### src/rtl/cmp_link_pkg.sv
// Shared types, widths and helpers for the comparator operand link.
// Used by cmp_operand_sender, its link interface and link_timer.
package cmp_link_pkg;

    localparam int NIBBLE_W    = 4;
    localparam int OPERAND_W   = 8;
    localparam int NUM_NIBBLES = 4;

    typedef enum logic [2:0] {
        S_IDLE,
        S_SETUP,
        S_STROBE,
        S_HOLD,
        S_SETTLE
    } sender_state_t;

    typedef logic [NIBBLE_W-1:0]  nibble_t;
    typedef logic [OPERAND_W-1:0] operand_t;

    // Bits needed to hold a down-counter load value of max_val.
    function automatic int count_width(input int max_val);
        int w;
        w = $clog2(max_val + 1);
        return (w < 1) ? 1 : w;
    endfunction

    // Nibble k of the transfer word: k0/k1 come from A, k2/k3 from B.
    function automatic nibble_t nibble_at(input operand_t a, input operand_t b,
                                          input logic [1:0] k);
        logic [2*OPERAND_W-1:0] word;
        word = {b, a};
        return word[k*NIBBLE_W +: NIBBLE_W];
    endfunction

endpackage

### src/rtl/cmp_operand_sender_if.sv
// Nibble-strobed operand-load link between the sender and the comparator.
// The sender is the master; the comparator drives back its l/g/e result.
interface cmp_operand_sender_if;
    import cmp_link_pkg::*;

    nibble_t y;
    logic    pb1;
    logic    pb2;
    logic    pb3;
    logic    pb4;
    logic    l_in;
    logic    g_in;
    logic    e_in;

    modport master (
        output y, pb1, pb2, pb3, pb4,
        input  l_in, g_in, e_in
    );

    modport slave (
        input  y, pb1, pb2, pb3, pb4,
        output l_in, g_in, e_in
    );

endinterface

### src/rtl/link_timer.sv
// Loadable down-counter with a zero flag; times the strobe-high and settle
// intervals of cmp_operand_sender. Holds at zero until reloaded.
module link_timer #(
    parameter int W = 2
) (
    input  logic         clk,
    input  logic         reset,
    input  logic         load,
    input  logic [W-1:0] load_val,
    output logic         zero
);

    logic [W-1:0] count;

    // NOTE: clocked state uses non-blocking assignments so every register
    // samples pre-edge values, independent of block evaluation order.
    always_ff @(posedge clk) begin
        if (reset) begin
            count <= '0;
        end else if (load) begin
            count <= load_val;
        end else if (count != '0) begin
            count <= count - W'(1);
        end
    end

    assign zero = (count == '0);

endmodule

### src/rtl/cmp_operand_sender.sv
// Sends two 8-bit operands to the comparator as four strobed nibbles, waits a
// settle interval and captures l/g/e. Define CMP_SENDER_CHECK_EN to build the
// one-hot result check driving `error`; otherwise `error` is tied low.
module cmp_operand_sender
    import cmp_link_pkg::*;
#(
    parameter int STROBE_HIGH = 2,
    parameter int SETTLE      = 4
) (
    input  logic     clk,
    input  logic     reset,
    input  logic     start,
    input  operand_t a_in,
    input  operand_t b_in,
    output logic     lt,
    output logic     gt,
    output logic     eq,
    output logic     busy,
    output logic     done,
    output logic     error,
    cmp_operand_sender_if.master link
);

    localparam int MAX_LOAD = ((STROBE_HIGH > SETTLE) ? STROBE_HIGH : SETTLE) - 1;
    localparam int TW       = count_width(MAX_LOAD);

    localparam logic [TW-1:0] STROBE_LOAD = TW'(STROBE_HIGH - 1);
    localparam logic [TW-1:0] SETTLE_LOAD = TW'(SETTLE - 1);
    localparam logic [1:0]    LAST_K      = 2'(NUM_NIBBLES - 1);

    sender_state_t              state;
    logic [1:0]                 k;
    operand_t                   a_q;
    operand_t                   b_q;
    nibble_t                    y_q;
    logic [NUM_NIBBLES-1:0]     pb_q;

    logic                       timer_load;
    logic [TW-1:0]              timer_val;
    logic                       timer_zero;
    logic                       accept;
    logic                       capture;

    assign accept  = (state == S_IDLE) && start;
    assign capture = (state == S_SETTLE) && timer_zero;

    // The timer is loaded on the same edge that enters STROBE or SETTLE,
    // so its first cycle in that state already shows the loaded count.
    always_comb begin
        // NOTE: defaults first so every path assigns these; no latch is inferred.
        timer_load = 1'b0;
        timer_val  = STROBE_LOAD;
        if (state == S_SETUP) begin
            timer_load = 1'b1;
        end else if ((state == S_HOLD) && (k == LAST_K)) begin
            timer_load = 1'b1;
            timer_val  = SETTLE_LOAD;
        end
    end

    link_timer #(
        .W (TW)
    ) u_timer (
        .clk      (clk),
        .reset    (reset),
        .load     (timer_load),
        .load_val (timer_val),
        .zero     (timer_zero)
    );

    always_ff @(posedge clk) begin
        if (reset) begin
            state <= S_IDLE;
            k     <= '0;
            a_q   <= '0;
            b_q   <= '0;
            y_q   <= '0;
            pb_q  <= '0;
            lt    <= 1'b0;
            gt    <= 1'b0;
            eq    <= 1'b0;
            busy  <= 1'b0;
            done  <= 1'b0;
        end else begin
            done <= 1'b0;
            case (state)
                S_IDLE: begin
                    if (start) begin
                        a_q   <= a_in;
                        b_q   <= b_in;
                        k     <= '0;
                        y_q   <= nibble_at(a_in, b_in, 2'd0);
                        busy  <= 1'b1;
                        state <= S_SETUP;
                    end
                end
                S_SETUP: begin
                    pb_q  <= NUM_NIBBLES'(1) << k;
                    state <= S_STROBE;
                end
                S_STROBE: begin
                    if (timer_zero) begin
                        pb_q  <= '0;
                        state <= S_HOLD;
                    end
                end
                S_HOLD: begin
                    if (k == LAST_K) begin
                        state <= S_SETTLE;
                    end else begin
                        k     <= k + 2'd1;
                        y_q   <= nibble_at(a_q, b_q, k + 2'd1);
                        state <= S_SETUP;
                    end
                end
                S_SETTLE: begin
                    if (timer_zero) begin
                        lt    <= link.l_in;
                        gt    <= link.g_in;
                        eq    <= link.e_in;
                        done  <= 1'b1;
                        busy  <= 1'b0;
                        state <= S_IDLE;
                    end
                end
                default: begin
                    pb_q  <= '0;
                    busy  <= 1'b0;
                    state <= S_IDLE;
                end
            endcase
        end
    end

`ifdef CMP_SENDER_CHECK_EN
    // Sticky until the next accept; a capture overwrites it once per operation.
    always_ff @(posedge clk) begin
        if (reset) begin
            error <= 1'b0;
        end else if (accept) begin
            error <= 1'b0;
        end else if (capture) begin
            error <= !$onehot({link.l_in, link.g_in, link.e_in});
        end
    end
`else
    assign error = 1'b0;
`endif

    assign link.y   = y_q;
    assign link.pb1 = pb_q[0];
    assign link.pb2 = pb_q[1];
    assign link.pb3 = pb_q[2];
    assign link.pb4 = pb_q[3];

endmodule

### src/flat_wrapper.sv
// flat-port wrapper written by rule: the top's interface ports become plain ports
module cmp_operand_sender_flat import cmp_link_pkg::*;
#(
    parameter int STROBE_HIGH = 2,
    parameter int SETTLE      = 4
)
  (clk, reset, start, a_in, b_in, lt, gt, eq, busy, done, error, link_y, link_pb1, link_pb2, link_pb3, link_pb4, link_l_in, link_g_in, link_e_in);
  cmp_operand_sender_if link_i ();
  input  logic clk;
  input  logic reset;
  input  logic start;
  input  operand_t a_in;
  input  operand_t b_in;
  output logic lt;
  output logic gt;
  output logic eq;
  output logic busy;
  output logic done;
  output logic error;
  output wire logic [$bits(link_i.y)-1:0] link_y;
  output wire logic [$bits(link_i.pb1)-1:0] link_pb1;
  output wire logic [$bits(link_i.pb2)-1:0] link_pb2;
  output wire logic [$bits(link_i.pb3)-1:0] link_pb3;
  output wire logic [$bits(link_i.pb4)-1:0] link_pb4;
  input wire logic [$bits(link_i.l_in)-1:0] link_l_in;
  input wire logic [$bits(link_i.g_in)-1:0] link_g_in;
  input wire logic [$bits(link_i.e_in)-1:0] link_e_in;
  assign link_y = link_i.y;
  assign link_pb1 = link_i.pb1;
  assign link_pb2 = link_i.pb2;
  assign link_pb3 = link_i.pb3;
  assign link_pb4 = link_i.pb4;
  assign link_i.l_in = link_l_in;
  assign link_i.g_in = link_g_in;
  assign link_i.e_in = link_e_in;
  cmp_operand_sender #(.STROBE_HIGH(STROBE_HIGH), .SETTLE(SETTLE)) u_core (.clk(clk), .reset(reset), .start(start), .a_in(a_in), .b_in(b_in), .lt(lt), .gt(gt), .eq(eq), .busy(busy), .done(done), .error(error), .link(link_i));
endmodule
### config.mk
export PLATFORM = sky130hd
export DESIGN_NAME = cmp_operand_sender_flat
export DESIGN_NICKNAME = d
export VERILOG_FILES = /design/src/rtl/cmp_link_pkg.sv /design/src/rtl/cmp_operand_sender_if.sv /design/src/rtl/link_timer.sv /design/src/rtl/cmp_operand_sender.sv /design/src/flat_wrapper.sv
export SDC_FILE = /design/constraint.sdc
export NUM_CORES = 1
export LEC_CHECK = 0
export CORE_AREA = 2 2 52 102
export DETAILED_ROUTE_END_ITERATION = 16
export DIE_AREA = 0 0 54 104
export SLEW_MARGIN = 20
export SYNTH_ARGS = -nofsm -noshare
export SYNTH_HDL_FRONTEND = slang
export SYNTH_SLANG_ARGS = --single-unit
### constraint.sdc
create_clock -name clk -period 4.3 [get_ports clk]
set_input_delay 0.86 -clock clk [delete_from_list [all_inputs] [get_ports clk]]
set_output_delay 0.86 -clock clk [all_outputs]
set_load 0.005 [all_outputs]
# ---- After elaboration in Yosys (flattened, before gate mapping)
# Index checks and enable logic that the tools add are counted.
# Widths: inputs -> output; s select.
dict set report totals {
  regBits 36
  latchBits 0
  mem_bits_rw 0
  mem_bits_ro 0
  in_bits 22
  out_inout_bits 14
  elab_cells 66
  mem_count 0
}
dict set report classes {
  addsub 2
  mul 0
  div_mod_pow 0
  order_cmp 0
  n_eq_ne 9
  shift 2
  muxes 23
  bitwise 3
  n_reduce_logical 15
}
# op count
set ops {}
lappend ops {{$shiftx 16x5->4} 1}
lappend ops {{$pmux 3 s5} 1}
lappend ops {{$mux 2} 6}
lappend ops {{$mux 3} 4}
lappend ops {{$mux 4} 3}
lappend ops {{$pmux 4 s3} 1}
lappend ops {{$reduce_and 3->1} 3}
lappend ops {{$pmux 4 s2} 1}
lappend ops {{$eq 3x2->1 const B} 2}
lappend ops {{$reduce_and 2->1} 3}
lappend ops {{$reduce_bool 2->1} 3}
lappend ops {{$reduce_or 3->1} 2}
lappend ops {{$mux 1} 5}
lappend ops {{$ne 2x1->1 const B} 2}
lappend ops {{$ne 2x2->1 const B} 2}
lappend ops {{$pmux 2 s2} 1}
lappend ops {{$shl 1x2->4 const A} 1}
lappend ops {{$eq 3x1->1 const B} 1}
lappend ops {{$eq 3x3->1 const B} 1}
lappend ops {{$logic_not 3->1} 1}
lappend ops {{$not 1->1} 3}
lappend ops {{$pmux 1 s3} 1}
lappend ops {{$add 2x1->2 const B} 1}
lappend ops {{$eq 2x2->1 const B} 1}
lappend ops {{other kinds (4)} 4}

# ---- Logic depth before layout (Yosys ltp)
# Gate-level depths: netlist of the first run.
dict set report logic_depth {
  ltp_word 5
  depth_mapped 7
  mapped_depth_nobuf 6
}

# ---- By module
# Synthesis of the first run repeated with hierarchy kept, for this count alone.
dict set report hier_totals {
  cells_unflattened 197
  hier_area_um2 1686.6
}
# module n_inst cells_per_inst area_each_um2 seq_area_each_um2
set modules_own_cells {}
lappend modules_own_cells {cmp_operand_sender 1 185 1565.3 680.7}
lappend modules_own_cells {link_timer 1 12 121.4 40.0}

# ---- Worst setup path before layout of the first run
# Ideal clock, no wire load.
dict set report synth_path {
  path_type {flip-flop to flip-flop}
  from {reg u_core.k[0]}
  to {reg u_core.y_q[0], in the netlist u_core.link.y[0]}
  setup_time_ns 0.136
  arrival_ns 1.862
  t_required_ns 4.164
  slack_ns 2.302
  path_stages_with_launch 8
  path_buffers 2
  period_less_slack_ns 1.998
  cell_sequence {dfxtp_1 -> clkbuf_1 -> inv_1 -> ha_1 -> clkbuf_2 -> mux4_2 -> mux2i_1 -> a211oi_2}
}
dict set report synth_between {
  elab_chain_cells 4
  elab_cells_between_ends 7
  classes_between {1 x add/sub; 2 x eq/ne; 1 x shift; 2 x mux; 1 x reduce/logical}
}
# item line
set synth_rtl {}
lappend synth_rtl {{start: declaration} cmp_operand_sender.sv:32} ;# logic [1:0] k;
lappend synth_rtl {{start signal: assignment} cmp_operand_sender.sv:111} ;# k <= k + 2'd1;
lappend synth_rtl {{$add 2x1->2} cmp_operand_sender.sv:112} ;# y_q <= nibble_at(a_q, b_q, k + 2'd1);
lappend synth_rtl {{$shiftx 16x5->4} cmp_link_pkg.sv:32} ;# return word[k*NIBBLE_W +: NIBBLE_W];
lappend synth_rtl {{$mux 4} cmp_operand_sender.sv:108} ;# if (k == LAST_K) begin
lappend synth_rtl {{$pmux 4 s2} cmp_operand_sender.sv:86} ;# case (state)
lappend synth_rtl {{end signal: assignment} cmp_operand_sender.sv:92} ;# y_q <= nibble_at(a_in, b_in, 2'd0);
lappend synth_rtl {{end signal: assignment} cmp_operand_sender.sv:112}
lappend synth_rtl {{end: declaration} cmp_operand_sender.sv:35} ;# nibble_t y_q;
# Several ways; a longest one is shown, not always the timed one. The select of a mux whose other input is x is not followed.
# A chain may end at the register's enable or synchronous reset.

# ---- Worst setup path in the final report of the first run
dict set report layout_path {
  from {in start}
  to {reg u_core.b_q[5]}
}
dict set report layout_between {
  elab_chain_cells 1
}
# item line
set layout_rtl {}
lappend layout_rtl {{start: declaration} flat_wrapper.sv:11} ;# input logic start;
lappend layout_rtl {{$reduce_and 2->1 (no line)} n/a}
lappend layout_rtl {{end signal: assignment} cmp_operand_sender.sv:90} ;# b_q <= b_in;
lappend layout_rtl {{end: declaration} cmp_operand_sender.sv:34} ;# operand_t b_q;
# Every way passes these cells.

==> results.json, run 1 <==
{
  "drv_cap": 0,
  "end_kind": "register",
  "peakVddDrop_v": 0.0002627,
  "fin_nets": 231,
  "min_period_over_period": 0.5673,
  "yosys.area.top_type": "dfxtp_1",
  "slew_violations": 0,
  "finalSetupViolations": 0,
  "hp-class": "register to register",
  "grt_pass1_vias": 1291,
  "p_comb_frac": 0.306,
  "viasPerCell": 4.889,
  "cp_slowest_cell": "nor3b_2",
  "fmax_ghz": 0.4099,
  "worstHoldPathCells": 2,
  "worstSkewPairLatency_ns": 0.28,
  "path_clk_slew_ns": 0.07,
  "swShare": 0.3170,
  "hold_viol_final": 0,
  "drtIter0Drc": 21,
  "dr.max_layer_used": "met4",
  "pin_count": 36,
  "syn_to_final_growth_pct": 26.75,
  "power.density_mw_per_mm2": 466.2,
  "antenna_cells": 0,
  "cts_buffers": 5,
  "relSlewSlack": 0.3690,
  "antenna_found_initial": 0,
  "htreeDepth": 2,
  "crit_required_ns": 4.49,
  "fin_crit_ns": 2.439,
  "avgSynthCellArea_um2": 9.274,
  "drive_gt1_frac": 0.1317,
  "final.setup.tns_ns": 0,
  "fp.dieW_um": 54,
  "start_util": 0.3374,
  "worstMarginPinSlew_ns": 0.9423,
  "p_sw_uw": 307.6,
  "syn_area_mm2": 0.001642,
  "met1_length_um": 1320,
  "crit_chain": "clkdlybuf4s50_1 > nor2b_1 > nor3b_2 > nand2_1 > a21oi_1",
  "power_frac_seq": 0.442,
  "synthArstFlopShare": 0,
  "dieHeight_um": 104,
  "synth_cells": 177,
  "outcome": "finished clean",
  "leakagePower_nw": 0.7677,
  "wl_met3_um": 152,
  "grt_overflow_total": 0,
  "synth-edff-count": 0,
  "synth.area.top_cells": "dfxtp_1 (44%), nand2_1 (7.5%), a21oi_1 (5.8%), mux4_2 (5.5%), mux2i_1 (4.3%)",
  "fin_skew_ns": 0.006166,
  "grt_pass1_wl_um": 5920,
  "ctsHoldBuffers": 0,
  "grt_max_degree": 20,
  "hold_start": "u_core.b_q[1]",
  "cp.arrival_ns": 2.63,
  "wl_per_cell_um": 13.03,
  "cts.sinks": 36,
  "place_hpwl_um": 2517,
  "layout_common_cells": "dfxtp_1 (36), clkdlybuf4s50_1 (34), nand2_1 (33), a21oi_1 (19), nor2_1 (13)",
  "std_cell_rows": 36,
  "firstDrtPassIters": 4,
  "postCtsResizedCells": 0,
  "crit_family": "simple AND/OR/NAND/NOR gates",
  "ant_nets": 0,
  "finalWeightedCongestion": 0.6928,
  "syn_nets": 204,
  "power.share.clock": 0.251,
  "cts_setup_buffers": 0,
  "worst_setup_path_start_kind": "primary input",
  "grt_setup_unrepaired": "false",
  "ff2ff_path_depth": 5,
  "r2r_slack_ns": 2.11,
  "nFillCells": 507,
  "timing.rr.end": "u_core.link.y[2]",
  "ys.warnings.count": 0,
  "root_buffer": "clkbuf_8",
  "core_area_mm2": 0.004865,
  "drcViolationCount": 0,
  "worstReg2RegStart": "u_core.k[0]",
  "portBuffers": 34,
  "yosysSeqAreaShare": 0.4390,
  "track_usage": 0.1408,
  "synth_top_area_share": 0.4390,
  "p_int_uw": 662.6,
  "path_class": "primary input to register",
  "ys.flop_type": "dfxtp_1",
  "synth_seq_cells": 36,
  "fp.dieArea_mm2": 0.005616,
  "wirelength_um": 3415,
  "holdWs_ns": 0.4546,
  "hold_end": "u_core.b_q[1]",
  "slowest_delay_ns": 0.80,
  "ys_types": 34,
  "cp_max_fo": 16,
  "layout_commonest_cell": "dfxtp_1",
  "met2WireLength_um": 1885,
  "crit_buf_inv": 1,
  "vias": 1281,
  "max-clock-path-buffers": 2,
  "cts_tree": "done"
}
## power by group through the flow
stage | clock network, mW | registers, mW | logic, mW
after CTS | 0.252 | 0.430 | 0.303
final | 0.244 | 0.429 | 0.297
after global routing | 0.267 | 0.437 | 0.338
after detailed placement | 0 | 0.437 | 0.300
after floorplan | 0 | 0.415 | 0.237
after global placement | 0 | 0.435 | 0.300
## tightest hold or removal path, delay by kind of cell (launching register included)
family	cells	cell delay (ns)
flops	1	0.31
simple gates	1	0.05
compound gates	1	0.05
## flip-flops by register name (all words and copies together) (netlist names)
| signal | flops |
|---|---|
| u_core.k | 2 |
| u_core.a_q | 8 |
| u_core.pb_q | 4 |
| u_core.busy | 1 |
| u_core.done | 1 |
| u_core.eq | 1 |
| u_core.state | 3 |
| u_core.b_q | 8 |
| u_core.u_timer.count | 2 |
| u_core.link.y | 4 |
| u_core.gt | 1 |
| u_core.lt | 1 |
## area by class of cell
class	count	area [um2]	share of cell area
sequential	36	720.7	0.3464
tap	57	71.32	0.03428
clock inverter	2	10.01	0.004811
inverter	4	15.01	0.007216
multi-input combinational	122	833.3	0.4005
timing repair buffer	35	347.8	0.1672
clock buffer	6	82.58	0.03969
## synthesized netlist by cell type (all sizes together), types with 2 or more instances
library cell,count
xnor2,2
nor3,3
a211oi,6
o21ai,3
mux4,4
inv,4
a32oi,5
clkbuf,8
buf,7
mux2i,7
dfxtp,36
nor2,17
nor2b,5
ha,5
nand2b,3
a21oi,19
a2bb2oi,2
nand2,33
## logic make-up (layout without fill, tap and decap cells)
logic type | after synthesis | after routing | synth area share
other | 1 | 1 | 0.002284
and+or+nand+nor | 65 | 65 | 0.1867
DFF | 36 | 36 | 0.4390
adders and majority gates | 5 | 5 | 0.03811
AOI/OAI and AO/OA | 37 | 37 | 0.1654
buffers and inverters | 19 | 47 | 0.05335
muxes | 12 | 12 | 0.1044
xor gates and xnor gates | 2 | 2 | 0.01067
## how the worst max path moves through the flow
stage          slack, ns          endpoint  cells after the start   startpoint
2_1_floorplan       2.30  u_core.link.y[0]                      7  u_core.k[0]
3_3_place_gp        1.57     u_core.a_q[7]                      5        start
3_5_place_dp        1.55     u_core.b_q[5]                      5        start
4_1_cts             1.83     u_core.b_q[5]                      5        start
5_1_grt             1.62     u_core.b_q[0]                      5        start
6_report            1.86     u_core.b_q[5]                      5        start
## per-layer routing
| metal | vias up | GRT usage |
|---|---|---|
| met5 | - | 0 |
| met4 | 0 | 0.04821 |
| met3 | 5 | 0.03161 |
| met2 | 29 | 0.2526 |
| met1 | 591 | 0.1518 |
| li1 | 656 | - |
## per-stage QoR
stage	power, mW	instance area (um2)	instances	setup WS, ns	utilization
floorplan	0.6517	1642	177	2.302	-
detailed placement	0.7372	1988	254	1.550	0.4087
finish	0.9701	2081	262	1.861	0.4277
global route	1.042	2081	262	1.623	0.4277
global placement	0.7349	1988	254	1.575	0.4087
CTS	0.9850	2081	262	1.835	0.4277
No activity file was read; power rests on OpenSTA's default activity.
==> inputs of run 2 (changes only) <==
==> constraint.sdc (replaced) <==
create_clock -name clk -period 2.3 [get_ports clk]
set_input_delay 0.46 -clock clk [delete_from_list [all_inputs] [get_ports clk]]
set_output_delay 0.46 -clock clk [all_outputs]
set_load 0.005 [all_outputs]
==> results.json, run 2 (same netlist as run 1, synthesis figures left out) <==
{
  "outcome": "finished clean",
  "hp-class": "register to register",
  "min_period_over_period": 0.8062,
  "wl_per_cell_um": 13.02,
  "htreeDepth": 2,
  "viasPerCell": 4.940,
  "power.density_mw_per_mm2": 902.0,
  "dpl.cell_count": 259,
  "cts_buffers": 5,
  "fin_skew_ns": 0.007413,
  "layout_commonest_cell": "dfxtp_1",
  "cp_slowest_cell": "mux4_2",
  "layout_common_cells": "dfxtp_1 (36), clkdlybuf4s50_1 (34), nand2_1 (33), a21oi_1 (19), nor2_1 (13)",
  "slowest_delay_ns": 0.54,
  "crit_required_ns": 2.46,
  "path_class": "register to register",
  "drive_gt1_frac": 0.1476,
  "worst_setup_path_start_kind": "register",
  "nFillCells": 495,
  "grt_max_degree": 17,
  "start_util": 0.3374,
  "ctsHoldBuffers": 0,
  "grt_pass1_wl_um": 5927,
  "path_clk_slew_ns": 0.07,
  "dpl_cell_area_mm2": 0.002026,
  "hold_end": "u_core.b_q[3]",
  "grt_overflow_total": 0,
  "timing.rr.end": "u_core.link.y[1]",
  "cts_tree": "done",
  "finalNonFillerCells": 267,
  "crit_chain": "inv_1 > ha_1 > mux4_2 > mux2i_1 > a211oi_2",
  "p_comb_frac": 0.311,
  "pin_count": 36,
  "drv_cap": 0,
  "vias": 1319,
  "firstDrtPassIters": 4,
  "relSlewSlack": 0.6673,
  "dieHeight_um": 104,
  "place_hpwl_um": 2652,
  "fmax_ghz": 0.5393,
  "syn_to_final_growth_pct": 29.95,
  "fin_crit_ns": 1.854,
  "cp_max_fo": 5,
  "grt_setup_unrepaired": "false",
  "grt_pass1_vias": 1267,
  "ant_nets": 0,
  "drtIter0Drc": 28,
  "antenna_cells": 0,
  "fin_nets": 236,
  "leakagePower_nw": 0.7970,
  "wirelength_um": 3476,
  "p_int_mw": 1.342,
  "cp.arrival_ns": 2.01,
  "antenna_found_initial": 0,
  "power_frac_seq": 0.411,
  "swShare": 0.3025,
  "max-clock-path-buffers": 2,
  "finalInstanceArea_mm2": 0.002133,
  "p_sw_uw": 582.1,
  "std_cell_rows": 36,
  "worstMarginPinSlew_ns": 0.4939,
  "final.setup.tns_ns": 0,
  "hold_start": "u_core.b_q[3]",
  "peakVddDrop_v": 0.0004658,
  "fp.dieArea_mm2": 0.005616,
  "finalSetupViolations": 0,
  "r2r_slack_ns": 0.45,
  "root_buffer": "clkbuf_8",
  "portBuffers": 34,
  "core_area_mm2": 0.004865,
  "worstHoldPathCells": 2,
  "track_usage": 0.1424,
  "worstReg2RegStart": "u_core.k[1]",
  "end_kind": "register",
  "postCtsResizedCells": 0,
  "cts.sinks": 36,
  "hold_viol_final": 0,
  "top_regs": "u_core.a_q: 8 flops, u_core.b_q: 8 flops",
  "ff2ff_path_depth": 5,
  "worstSkewPairLatency_ns": 0.28,
  "fp.dieW_um": 54,
  "slew_violations": 0,
  "power.share.clock": 0.279,
  "drcViolationCount": 0,
  "cts_setup_buffers": 0,
  "finalWeightedCongestion": 0.7382
}
run 2: cell types whose count changed in the layout (fill, tap and decap cells not counted):
| cell | delta |
|---|---|
| buf_4 | +5 |
| bufinv_16 | +1 |
| clkbuf_1 | +1 |
| clkbuf_8 | -1 |
| clkinv_2 | -1 |
run 2: worst max-delay path by stage:
stage / from / slack, ns / endpoint / cells past startpoint
finish: u_core.k[1] / 0.45 / u_core.link.y[1] / 5
CTS: u_core.k[1] / 0.41 / u_core.link.y[1] / 5
detailed placement: start / 0.32 / u_core.link.y[2] / 5
global placement: start / 0.35 / u_core.link.y[3] / 5
floorplan: u_core.k[0] / 0.30 / u_core.link.y[0] / 7
global route: u_core.k[1] / 0.28 / u_core.link.y[1] / 5
run 2: cell type report:
| cell class | count | area [um2] | share of cell area |
|---|---|---|---|
| repair buffers | 40 | 385.4 | 0.1806 |
| clock inverters | 2 | 35.03 | 0.01642 |
| inverters | 4 | 15.01 | 0.007038 |
| flip-flops and latches | 36 | 720.7 | 0.3378 |
| multi-input cells | 122 | 833.3 | 0.3906 |
| clock buffers | 6 | 72.57 | 0.03402 |
| well taps | 57 | 71.32 | 0.03343 |
run 2: worst max-delay path, delay by kind of cell (launching register included):
family | cells | cell delay, ns
AOI/OAI and AO/OA | 1 | 0.09
DFF | 1 | 0.36
buffers and inverters | 1 | 0.09
adders and majority gates | 1 | 0.47
muxes | 2 | 0.71
run 2: power groups by stage:
stage               combinational (mW)  sequential, mW  clock (mW)
global placement                 0.598           0.804           0
global route                     0.678           0.802       0.580
floorplan                        0.442           0.776           0
CTS                              0.609           0.790       0.554
detailed placement               0.605           0.805           0
finish                           0.598           0.790       0.536
run 2: metal layers:
layer	GRT usage	share of wire	wire length (um)	vias to the layer above
li1	-	-	-	667
met1	0.1461	0.37	1281	622
met2	0.2561	0.58	2029	28
met3	0.03448	0.035	123	2
met4	0.05893	0.012	42	0
met5	0	0	0	-
run 2: through the flow:
stage | power (mW) | hold WS [ns] | setup slack (ns) | utilization
finish | 1.924 | 0.4540 | 0.4458 | 0.4385
global route | 2.060 | 0.4796 | 0.2821 | 0.4385
CTS | 1.953 | 0.4573 | 0.4123 | 0.4385
detailed placement | 1.410 | 0.4472 | 0.3182 | 0.4164
global placement | 1.402 | 0.4400 | 0.3493 | 0.4164
floorplan | 1.218 | 0.4331 | 0.3017 | -
